==> src/rtl/btn_ctrl_pkg.sv <==
`default_nettype none
// ============================================================================
//  Module   : btn_ctrl_pkg
//  Purpose  : Shared types and constants for the push-button counter
//             controller: FSM states, counter operations, button priority.
//  Revision : 1.0 - initial release
// ============================================================================
package btn_ctrl_pkg;

    typedef enum logic [1:0] {
        IDLE     = 2'd0,
        FIRE     = 2'd1,
        WAIT_REL = 2'd2
    } state_e;

    typedef enum logic [1:0] {
        OP_NONE = 2'd0,
        OP_CLR  = 2'd1,
        OP_UP   = 2'd2,
        OP_DN   = 2'd3
    } op_e;

    localparam int C_NUM_BTN = 3;

    // Highest priority first.
    localparam op_e C_PRIO_ORDER [C_NUM_BTN] = '{OP_CLR, OP_UP, OP_DN};

    // req is indexed by op_e value; returns the highest-priority requested op.
    function automatic op_e pick_op(input logic [3:0] req);
        op_e g;
        g = OP_NONE;
        // Walk from lowest to highest priority so the highest one wins last.
        for (int i = C_NUM_BTN - 1; i >= 0; i--) begin
            if (req[C_PRIO_ORDER[i]]) begin
                g = C_PRIO_ORDER[i];
            end
        end
        return g;
    endfunction

endpackage
`default_nettype wire

==> src/rtl/btn_counter_ctrl_if.sv <==
`default_nettype none
// ============================================================================
//  Module   : btn_counter_ctrl_if
//  Purpose  : Button inputs and counter/status outputs of the controller.
//             master = board side driving buttons, slave = controller.
//  Revision : 1.0 - initial release
// ============================================================================
interface btn_counter_ctrl_if #(
    parameter int CNT_W = 3
);
    logic             btn_up;
    logic             btn_dn;
    logic             btn_clr;
    logic [CNT_W-1:0] counter;
    logic             cmd_pulse;
    logic             busy;
    logic             led;

    modport master (
        output btn_up, btn_dn, btn_clr,
        input  counter, cmd_pulse, busy, led
    );

    modport slave (
        input  btn_up, btn_dn, btn_clr,
        output counter, cmd_pulse, busy, led
    );
endinterface
`default_nettype wire

==> src/rtl/btn_debounce.sv <==
`default_nettype none
// ============================================================================
//  Module   : btn_debounce
//  Purpose  : 2-flop synchroniser plus tick-sampled shift register; reports
//             a stable high / stable low level for one raw button.
//  Revision : 1.0 - initial release
// ============================================================================
module btn_debounce #(
    parameter int DEB_LEN = 7
) (
    input  wire logic MHz,
    input  wire logic rst,
    input  wire logic tick,
    input  wire logic raw,
    output logic      stable_hi,
    output logic      stable_lo
);
    logic [1:0]         sync_q, sync_d;
    logic [DEB_LEN-1:0] shift_q, shift_d;

    // Synchronise the raw level; shift it into the history only on a tick.
    always_comb begin
        sync_d  = {sync_q[0], raw};
        shift_d = shift_q;
        if (tick) begin
            shift_d = (shift_q << 1) | DEB_LEN'(sync_q[1]);
        end
    end

    // State registers, cleared asynchronously.
    always_ff @(posedge MHz or posedge rst) begin
        if (rst) begin
            sync_q  <= '0;
            shift_q <= '0;
        end else begin
            sync_q  <= sync_d;
            shift_q <= shift_d;
        end
    end

    assign stable_hi = &shift_q;
    assign stable_lo = ~|shift_q;

endmodule
`default_nettype wire

==> src/rtl/btn_counter_ctrl.sv <==
`default_nettype none
// ============================================================================
//  Module   : btn_counter_ctrl
//  Purpose  : Sample-tick divider, three debounced buttons and a sequencing
//             FSM issuing exactly one counter operation per button press.
//  Revision : 1.0 - initial release
// ============================================================================
module btn_counter_ctrl
    import btn_ctrl_pkg::*;
#(
    parameter int TICK_DIV = 10000,
    parameter int DEB_LEN  = 7,
    parameter int CNT_W    = 3
) (
    input  wire logic           MHz,
    input  wire logic           rst,
    btn_counter_ctrl_if.slave   bus
);
    localparam int C_DIV_W = (TICK_DIV > 1) ? $clog2(TICK_DIV) : 1;

    // ------------------------------------------------------------------
    // Reset: assert asynchronously, release two MHz edges later so every
    // flop leaves reset on the same clock.
    // ------------------------------------------------------------------
    logic [1:0] rst_pipe_q, rst_pipe_d;
    logic       rst_core;

    // Next value of the release pipe.
    always_comb begin
        rst_pipe_d = {rst_pipe_q[0], 1'b0};
    end

    // Reset synchroniser.
    always_ff @(posedge MHz or posedge rst) begin
        if (rst) begin
            rst_pipe_q <= 2'b11;
        end else begin
            rst_pipe_q <= rst_pipe_d;
        end
    end

    assign rst_core = rst_pipe_q[1];

    // ------------------------------------------------------------------
    // Sample tick divider
    // ------------------------------------------------------------------
    logic [C_DIV_W-1:0] div_q, div_d;
    logic               tick;

    assign tick = (div_q == C_DIV_W'(TICK_DIV - 1));

    // Count 0..TICK_DIV-1 and wrap.
    always_comb begin
        div_d = tick ? '0 : div_q + 1'b1;
    end

    // Divider register.
    always_ff @(posedge MHz or posedge rst_core) begin
        if (rst_core) begin
            div_q <= '0;
        end else begin
            div_q <= div_d;
        end
    end

    // ------------------------------------------------------------------
    // Debounced buttons
    // ------------------------------------------------------------------
    logic hi_up, hi_dn, hi_clr;
    logic lo_up, lo_dn, lo_clr;

    btn_debounce #(.DEB_LEN(DEB_LEN)) u_deb_up (
        .MHz(MHz), .rst(rst_core), .tick(tick), .raw(bus.btn_up),
        .stable_hi(hi_up), .stable_lo(lo_up)
    );

    btn_debounce #(.DEB_LEN(DEB_LEN)) u_deb_dn (
        .MHz(MHz), .rst(rst_core), .tick(tick), .raw(bus.btn_dn),
        .stable_hi(hi_dn), .stable_lo(lo_dn)
    );

    btn_debounce #(.DEB_LEN(DEB_LEN)) u_deb_clr (
        .MHz(MHz), .rst(rst_core), .tick(tick), .raw(bus.btn_clr),
        .stable_hi(hi_clr), .stable_lo(lo_clr)
    );

    // ------------------------------------------------------------------
    // Sequencing FSM with registered outputs
    // ------------------------------------------------------------------
    state_e           state_q, state_d;
    op_e              grant_q, grant_d;
    logic [CNT_W-1:0] counter_q, counter_d;
    logic             cmd_pulse_q, cmd_pulse_d;
    logic             busy_q, busy_d;

    // Next state: grant on first stable press, apply once, then wait for
    // every button to be released before accepting another press.
    always_comb begin
        state_d     = state_q;
        grant_d     = grant_q;
        counter_d   = counter_q;
        cmd_pulse_d = 1'b0;
        unique case (state_q)
            IDLE: begin
                if (hi_up || hi_dn || hi_clr) begin
                    grant_d = pick_op({hi_dn, hi_up, hi_clr, 1'b0});
                    state_d = FIRE;
                end
            end
            FIRE: begin
                case (grant_q)
                    OP_CLR:  counter_d = '0;
                    OP_UP:   counter_d = counter_q + 1'b1;
                    OP_DN:   counter_d = counter_q - 1'b1;
                    default: counter_d = counter_q;
                endcase
                cmd_pulse_d = 1'b1;
                state_d     = WAIT_REL;
            end
            WAIT_REL: begin
                if (lo_up && lo_dn && lo_clr) begin
                    state_d = IDLE;
                end
            end
            default: state_d = IDLE;
        endcase
        busy_d = (state_d != IDLE);
    end

    // FSM and output registers.
    always_ff @(posedge MHz or posedge rst_core) begin
        if (rst_core) begin
            state_q     <= IDLE;
            grant_q     <= OP_NONE;
            counter_q   <= '0;
            cmd_pulse_q <= 1'b0;
            busy_q      <= 1'b0;
        end else begin
            state_q     <= state_d;
            grant_q     <= grant_d;
            counter_q   <= counter_d;
            cmd_pulse_q <= cmd_pulse_d;
            busy_q      <= busy_d;
        end
    end

    assign bus.counter   = counter_q;
    assign bus.cmd_pulse = cmd_pulse_q;
    assign bus.busy      = busy_q;
    assign bus.led       = 1'b1;

endmodule
`default_nettype wire

==> src/flat_wrapper.sv <==
// flat-port wrapper written by rule: the top's interface ports become plain ports
module btn_counter_ctrl_flat import btn_ctrl_pkg::*;
#(
    parameter int TICK_DIV = 10000,
    parameter int DEB_LEN  = 7,
    parameter int CNT_W    = 3
)
  (MHz, rst, bus_btn_up, bus_btn_dn, bus_btn_clr, bus_counter, bus_cmd_pulse, bus_busy, bus_led);
  btn_counter_ctrl_if #(.CNT_W(CNT_W)) bus_i ();
  input  wire logic MHz;
  input  wire logic rst;
  input wire logic [$bits(bus_i.btn_up)-1:0] bus_btn_up;
  input wire logic [$bits(bus_i.btn_dn)-1:0] bus_btn_dn;
  input wire logic [$bits(bus_i.btn_clr)-1:0] bus_btn_clr;
  output wire logic [$bits(bus_i.counter)-1:0] bus_counter;
  output wire logic [$bits(bus_i.cmd_pulse)-1:0] bus_cmd_pulse;
  output wire logic [$bits(bus_i.busy)-1:0] bus_busy;
  output wire logic [$bits(bus_i.led)-1:0] bus_led;
  assign bus_i.btn_up = bus_btn_up;
  assign bus_i.btn_dn = bus_btn_dn;
  assign bus_i.btn_clr = bus_btn_clr;
  assign bus_counter = bus_i.counter;
  assign bus_cmd_pulse = bus_i.cmd_pulse;
  assign bus_busy = bus_i.busy;
  assign bus_led = bus_i.led;
  btn_counter_ctrl #(.TICK_DIV(TICK_DIV), .DEB_LEN(DEB_LEN), .CNT_W(CNT_W)) u_core (.MHz(MHz), .rst(rst), .bus(bus_i));
endmodule
==> config.mk <==
export PLATFORM = sky130hd
export DESIGN_NAME = btn_counter_ctrl_flat
export DESIGN_NICKNAME = d
export VERILOG_FILES = /design/src/rtl/btn_ctrl_pkg.sv /design/src/rtl/btn_counter_ctrl_if.sv /design/src/rtl/btn_debounce.sv /design/src/rtl/btn_counter_ctrl.sv /design/src/flat_wrapper.sv
export SDC_FILE = /design/constraint.sdc
export NUM_CORES = 1
export LEC_CHECK = 0
export ABC_CLOCK_PERIOD_IN_PS = 1820
export CAP_MARGIN = 20
export CORE_UTILIZATION = 60
export CTS_BUF_LIST = sky130_fd_sc_hd__clkbuf_4 sky130_fd_sc_hd__clkbuf_8
export CTS_CLUSTER_SIZE = 12
export DETAILED_ROUTE_END_ITERATION = 12
export PLACE_DENSITY = 0.8
export REMOVE_ABC_BUFFERS = 1
export SYNTH_ARGS = -nofsm -noshare
export SYNTH_HDL_FRONTEND = slang
export SYNTH_SLANG_ARGS = --single-unit
==> constraint.sdc <==
create_clock -name MHz -period 1.82 [get_ports MHz]
set_input_delay 0.364 -clock MHz [delete_from_list [all_inputs] [get_ports MHz]]
set_output_delay 0.364 -clock MHz [all_outputs]
set_load 0.03 [all_outputs]
---- Word level (Yosys, flattened, before mapping) ----
Cells that the tools add are included.
cells by class
  eq/ne operators ......................... 6
  add/subtract/negate cells ............... 3
  mux-type cells .......................... 9
  reduce and logical (&&, ||, !) cells .... 18
  bitwise logic cells ..................... 3
operators with widths
  operator               number
  $or 7x1->7             3
  $reduce_and 7->1       3
  $reduce_or 7->1        3
  $add 14x1->14 const B  1
  $eq 14x14->1 const B   1
  $mux 14                1
  $mux 2                 5
  $pmux 3 s3             1
  $eq 2x2->1 const B     3
  $pmux 2 s3             1
  $eq 2x1->1 const B     2
  $reduce_and 2->1       2
  $add 3x1->3 const B    1
  $logic_not 1->1        3
  $reduce_bool 3->1      1
  $sub 3x1->3 const B    1
  $logic_and 1x1->1      2
  $logic_not 2->1        1
  $logic_or 1x1->1       2
  $reduce_bool 2->1      1
  $mux 1                 1
storage, ports and cells
  output and inout bits ................... 6
  bits in registers ....................... 52
  input port bits ......................... 5

---- Logic depth before layout (Yosys ltp) ----
  depth in word-level cells ............... 7
  gate-level depth with buffers ........... 7
  mapped depth without buffers ............ 6

---- Cells and area by module ----
A second synthesis with hierarchy kept.
unflattened totals
  cell total of the unflattened synthesis .. 174
  area, all modules ....................... 2,183.3 µm²
modules (own cells, without submodules)
  module            cells an instance  area each (µm²)  times used  sequential area each (µm²)
  btn_counter_ctrl  105                1,139.8          1           628.1
  btn_debounce      23                 347.8            3           225.2

---- Worst setup path after synthesis ----
No wires, ideal clock.
  path kind ............................... reg2reg
  start point ............................. reg u_core.counter_q[0] (netlist: u_core.bus.counter[0])
  end point ............................... reg u_core.counter_q[2] (netlist: u_core.bus.counter[2])
  data required time ...................... 1.699 ns
  cell stages (with the launch flop) ...... 7
  arrival time ............................ 1.552 ns
  path slack .............................. 0.147 ns
  setup time .............................. 0.121 ns
  buffers on the path ..................... 0
  cell sequence ........................... dfrtp_1 inv_1 fa_1 xnor2_1 nand2_1 o21ai_0 a22o_1
between the ends
  cells in the longest elaborated chain, start to end .. 2
  elaborated cells between the ends (all ways) .. 3
  those cells by class .................... add/sub: 2; mux: 1
RTL lines
  item                                               RTL line                                          source
  start, declared                                    btn_counter_ctrl.sv:92                            logic [CNT_W-1:0] counter_q, counter_d;
  start signal, assigned                             btn_counter_ctrl.sv:141                           counter_q <= counter_d;
  $sub 3x1->3 / $add 3x1->3 (equally long branches)  btn_counter_ctrl.sv:114, btn_counter_ctrl.sv:113
  $pmux 3 s3 *                                       btn_counter_ctrl.sv:111                           case (grant_q)
Mark *: on every way between the ends. The rest lies on a longest branch, timed or not.
A chain may end at the register's enable or synchronous reset.

---- Worst setup path in the final report ----
  start point ............................. reg u_core.cmd_pulse_q (netlist: u_core.bus.cmd_pulse)
  end point ............................... out bus_cmd_pulse
RTL lines
  item                    RTL line                 source
  start, declared         btn_counter_ctrl.sv:93   logic cmd_pulse_q, cmd_pulse_d;
  start signal, assigned  btn_counter_ctrl.sv:142  cmd_pulse_q <= cmd_pulse_d;
  end, declared           flat_wrapper.sv:16       output wire logic [$bits(bus_i.cmd_pulse)-1:0] bus_cmd_pulse;
No word-level cell between the ends.

==> out/metrics.csv <==
metric;value;unit
Worst IR Drop VDD;600.9;uV
WS Path Type;reg2out;
post-DR wirelength/cell;14.80;um
Vias;1285;
Final Wtd Congestion;0.7567;
leakage;1.149;nW
vias in the first global route;1214;
yosys warns;0;
finished layout cell area;2344;um^2
Pwr Density;736.0;nW/um^2
Cell Int Power;1.347;mW
Worst EP required;1.46;ns
Mapped Area;2138;um^2
CTS tree;done;
starting density of the core;63.58;%
post-synthesis sequential area ratio;60.97;%
reg2reg path depth;5;
most common cell after layout, fill and taps aside;dfrtp_1;
Yosys reg bits;52;
dpl cell area;2286;um^2
Seq pwr share;67.8;%
Site Rows;21;
IO Pins;11;
relative max-transition margin;64.82;%
post-synthesis cell type count;35;
Cell Chain, Critical Path;clkdlybuf4s50_1;
Fillers;269;
fin. max-slew vios;0;
DRC;0;
utilization after layout;69.68;%
Initial DRC Count;39;
Worst-path clk slew;0.15;ns
GRT Total Usage;20.61;%
combinational cell fraction of total power;2.2;%
H-Tree Depth;2;
Maximum Capacitance Violations;0;
fin cells;229;
Final Cycle Share;95.72;%
Sw Pwr;0.3776;mW
Area growth syn-to-layout;9.596;%
Crit Path Max Fanout;1;
Detailed Route WL;3389;um
RR Endpoint;u_core.u_deb_up.shift_q[2];
DP Cell Count;221;
CTS root buf;clkbuf_4;
min cycle time layout;1.742;ns
Total Nets Final;189;
Die ar.;3806;um^2
clock buffer depth;2;
PortBufs;9;
commonest cells after routing, fill and taps aside;50 x dfrtp_1, 19 x mux2_2, 11 x nand2_1, 9 x nand3_1;
Clock Power Share;30.1;%
Hold/Removal Path Class;reg2async;
Critical Path Sink Type;primary output;
syn avg cell area;12.80;um^2
first-pass detailed-route iteration total;5;
die height;61.70;um
RR Startpoint;u_core.div_q[0];
hpwl dp;2374;um
post-route ant nets;0;
Final Setup Violations;0;
Worst path slowest cell;clkdlybuf4s50_1;
share of cells above drive strength 1;19.67;%
Clock Skew;0.01559;ns
Max Fclk;0.5740;GHz
DR vias/cell;5.611;
worst path bufs/invs;1;
first-pass GRT wire length;5464;um
status;completed;
Sink Count;52;
unrepaired setup endpoints after global routing;no;
antenna diode count;0;
Worst Max-Slew Pin Slew;0.5269;ns
WP data arrival;1.38;ns
largest net degree at the start of global routing;27;
latest clock arrival within the worst-skew pair;0.37;ns
setup TNS;0;ns
Post-Synthesis Cells;167;
hold slack final;0.2823;ns
sw frac;21.89;%
Die W;61.70;um
Hold-fix buffers, CTS;0;
CTS buffer count;5;
core area;3363;um^2
total congestion overflow;0;
Final Hold Fails;0;
CP top delay family;buffers and inverters;
FF-to-FF setup slack;0.08;ns
Worst Setup Start Kind;register;
post-CTS setup buffer count;0;
antenna violations before repair;0;
Worst path max stage delay;0.66;ns
## registers in the layout, summed over array words and instances, names as in the netlist, 2 cells and up
signal / flops
u_core.u_deb_clr.sync_q: 2
u_core.bus.counter: 3
u_core.u_deb_up.sync_q: 2
u_core.u_deb_clr.shift_q: 7
u_core.rst_pipe_q: 2
u_core.u_deb_dn.sync_q: 2
u_core.grant_q: 2
u_core.div_q: 14
u_core.u_deb_up.shift_q: 7
u_core.state_q: 2
u_core.u_deb_dn.shift_q: 7
## area by class of cell
cell class | instances | area, um^2 | area share [%]
inverter | 7 | 26.28 | 1.121
tap | 46 | 57.56 | 2.456
sequential | 52 | 1304 | 55.63
multi-input combinational | 104 | 773.2 | 33.00
clock buffer | 6 | 45.04 | 1.922
clock inverter | 2 | 16.27 | 0.6941
timing repair buffer | 12 | 121.4 | 5.179
## metal layers
layer,global-route usage [%],up-vias,wire [um]
met5,0,-,0
met4,7.619,0,63
met3,6.211,6,106
met2,33.64,18,1653
met1,26.23,649,1565
li1,-,612,-
## per-stage QoR
stage               worst slack [ns]  power (mW)
global placement              0.1807       1.229
detailed placement           0.09578       1.230
CTS                          0.05634       1.756
finish                       0.07792       1.725
floorplan                    -0.4000       1.209
global route                0.004701       1.789
## cells by family (layout without fill, tap and decap cells)
group,after synthesis,count (layout),synth area share [%]
compound gates,13,13,4.155
xor+xnor,10,10,4.096
fa+ha+maj,2,2,1.521
buf+inv,11,27,2.867
flops,52,52,60.97
mux,22,22,11.88
other cells,2,2,0.3512
simple gates,55,55,14.16
## cell usage after synthesis
master | number | area [um^2]
dfrtp_1 | 50 | 1251
mux2_2 | 19 | 214.0
nand2_1 | 11 | 41.29
nand3_1 | 9 | 45.04
inv_1 | 7 | 26.28
nand4_1 | 7 | 43.79
o21ai_0 | 7 | 35.03
xnor2_1 | 6 | 52.55
and2_1 | 5 | 31.28
nor2_1 | 5 | 18.77
nor4_1 | 5 | 31.28
xor2_1 | 4 | 35.03
and4_1 | 3 | 26.28
nor2b_1 | 3 | 18.77
and3_1 | 2 | 12.51
buf_6 | 2 | 22.52
conb_1 | 2 | 7.510
dfstp_2 | 2 | 52.55
mux2_4 | 2 | 30.03
a22o_1 | 1 | 8.760
a22oi_1 | 1 | 7.510
a2bb2oi_1 | 1 | 8.760
buf_2 | 1 | 5.000
buf_4 | 1 | 7.510
fa_1 | 1 | 20.02
ha_1 | 1 | 12.51
mux2i_1 | 1 | 10.01
nand2b_1 | 1 | 6.260
nand3b_1 | 1 | 7.510
nor3_1 | 1 | 5.000
nor3b_1 | 1 | 7.510
o21ai_1 | 1 | 5.000
o31ai_1 | 1 | 7.510
o41ai_2 | 1 | 16.27
or4_1 | 1 | 7.510
## worst max path at each step
| stage | start | end | slack (ns) | cells past startpoint |
|---|---|---|---|---|
| after CTS | u_core.bus.cmd_pulse | bus_cmd_pulse | 0.06 | 1 |
| after global routing | u_core.div_q[0] | u_core.u_deb_dn.shift_q[2] | 0.005 | 5 |
| after global placement | u_core.div_q[0] | u_core.u_deb_dn.shift_q[0] | 0.18 | 5 |
| final | u_core.bus.cmd_pulse | bus_cmd_pulse | 0.08 | 1 |
| after detailed placement | u_core.div_q[0] | u_core.u_deb_up.shift_q[2] | 0.1 | 5 |
| after floorplan | u_core.div_q[0] | u_core.u_deb_clr.shift_q[0] | -0.40 | 4 |
## timing repair
action | in CTS | in global routing
endpoints found under the hold margin | 0 | 0
setup endpoints to repair | 3 | 0
resized for setup | 3 | 0
## power groups by stage
stage	clock network, mW	logic [mW]	registers (mW)
after global placement	0	0.0382	1.19
after floorplan	0	0.0201	1.19
after CTS	0.547	0.0396	1.17
final	0.518	0.0376	1.17
after global routing	0.574	0.0445	1.17
after detailed placement	0	0.0395	1.19
(Power assumes the default switching activity.)
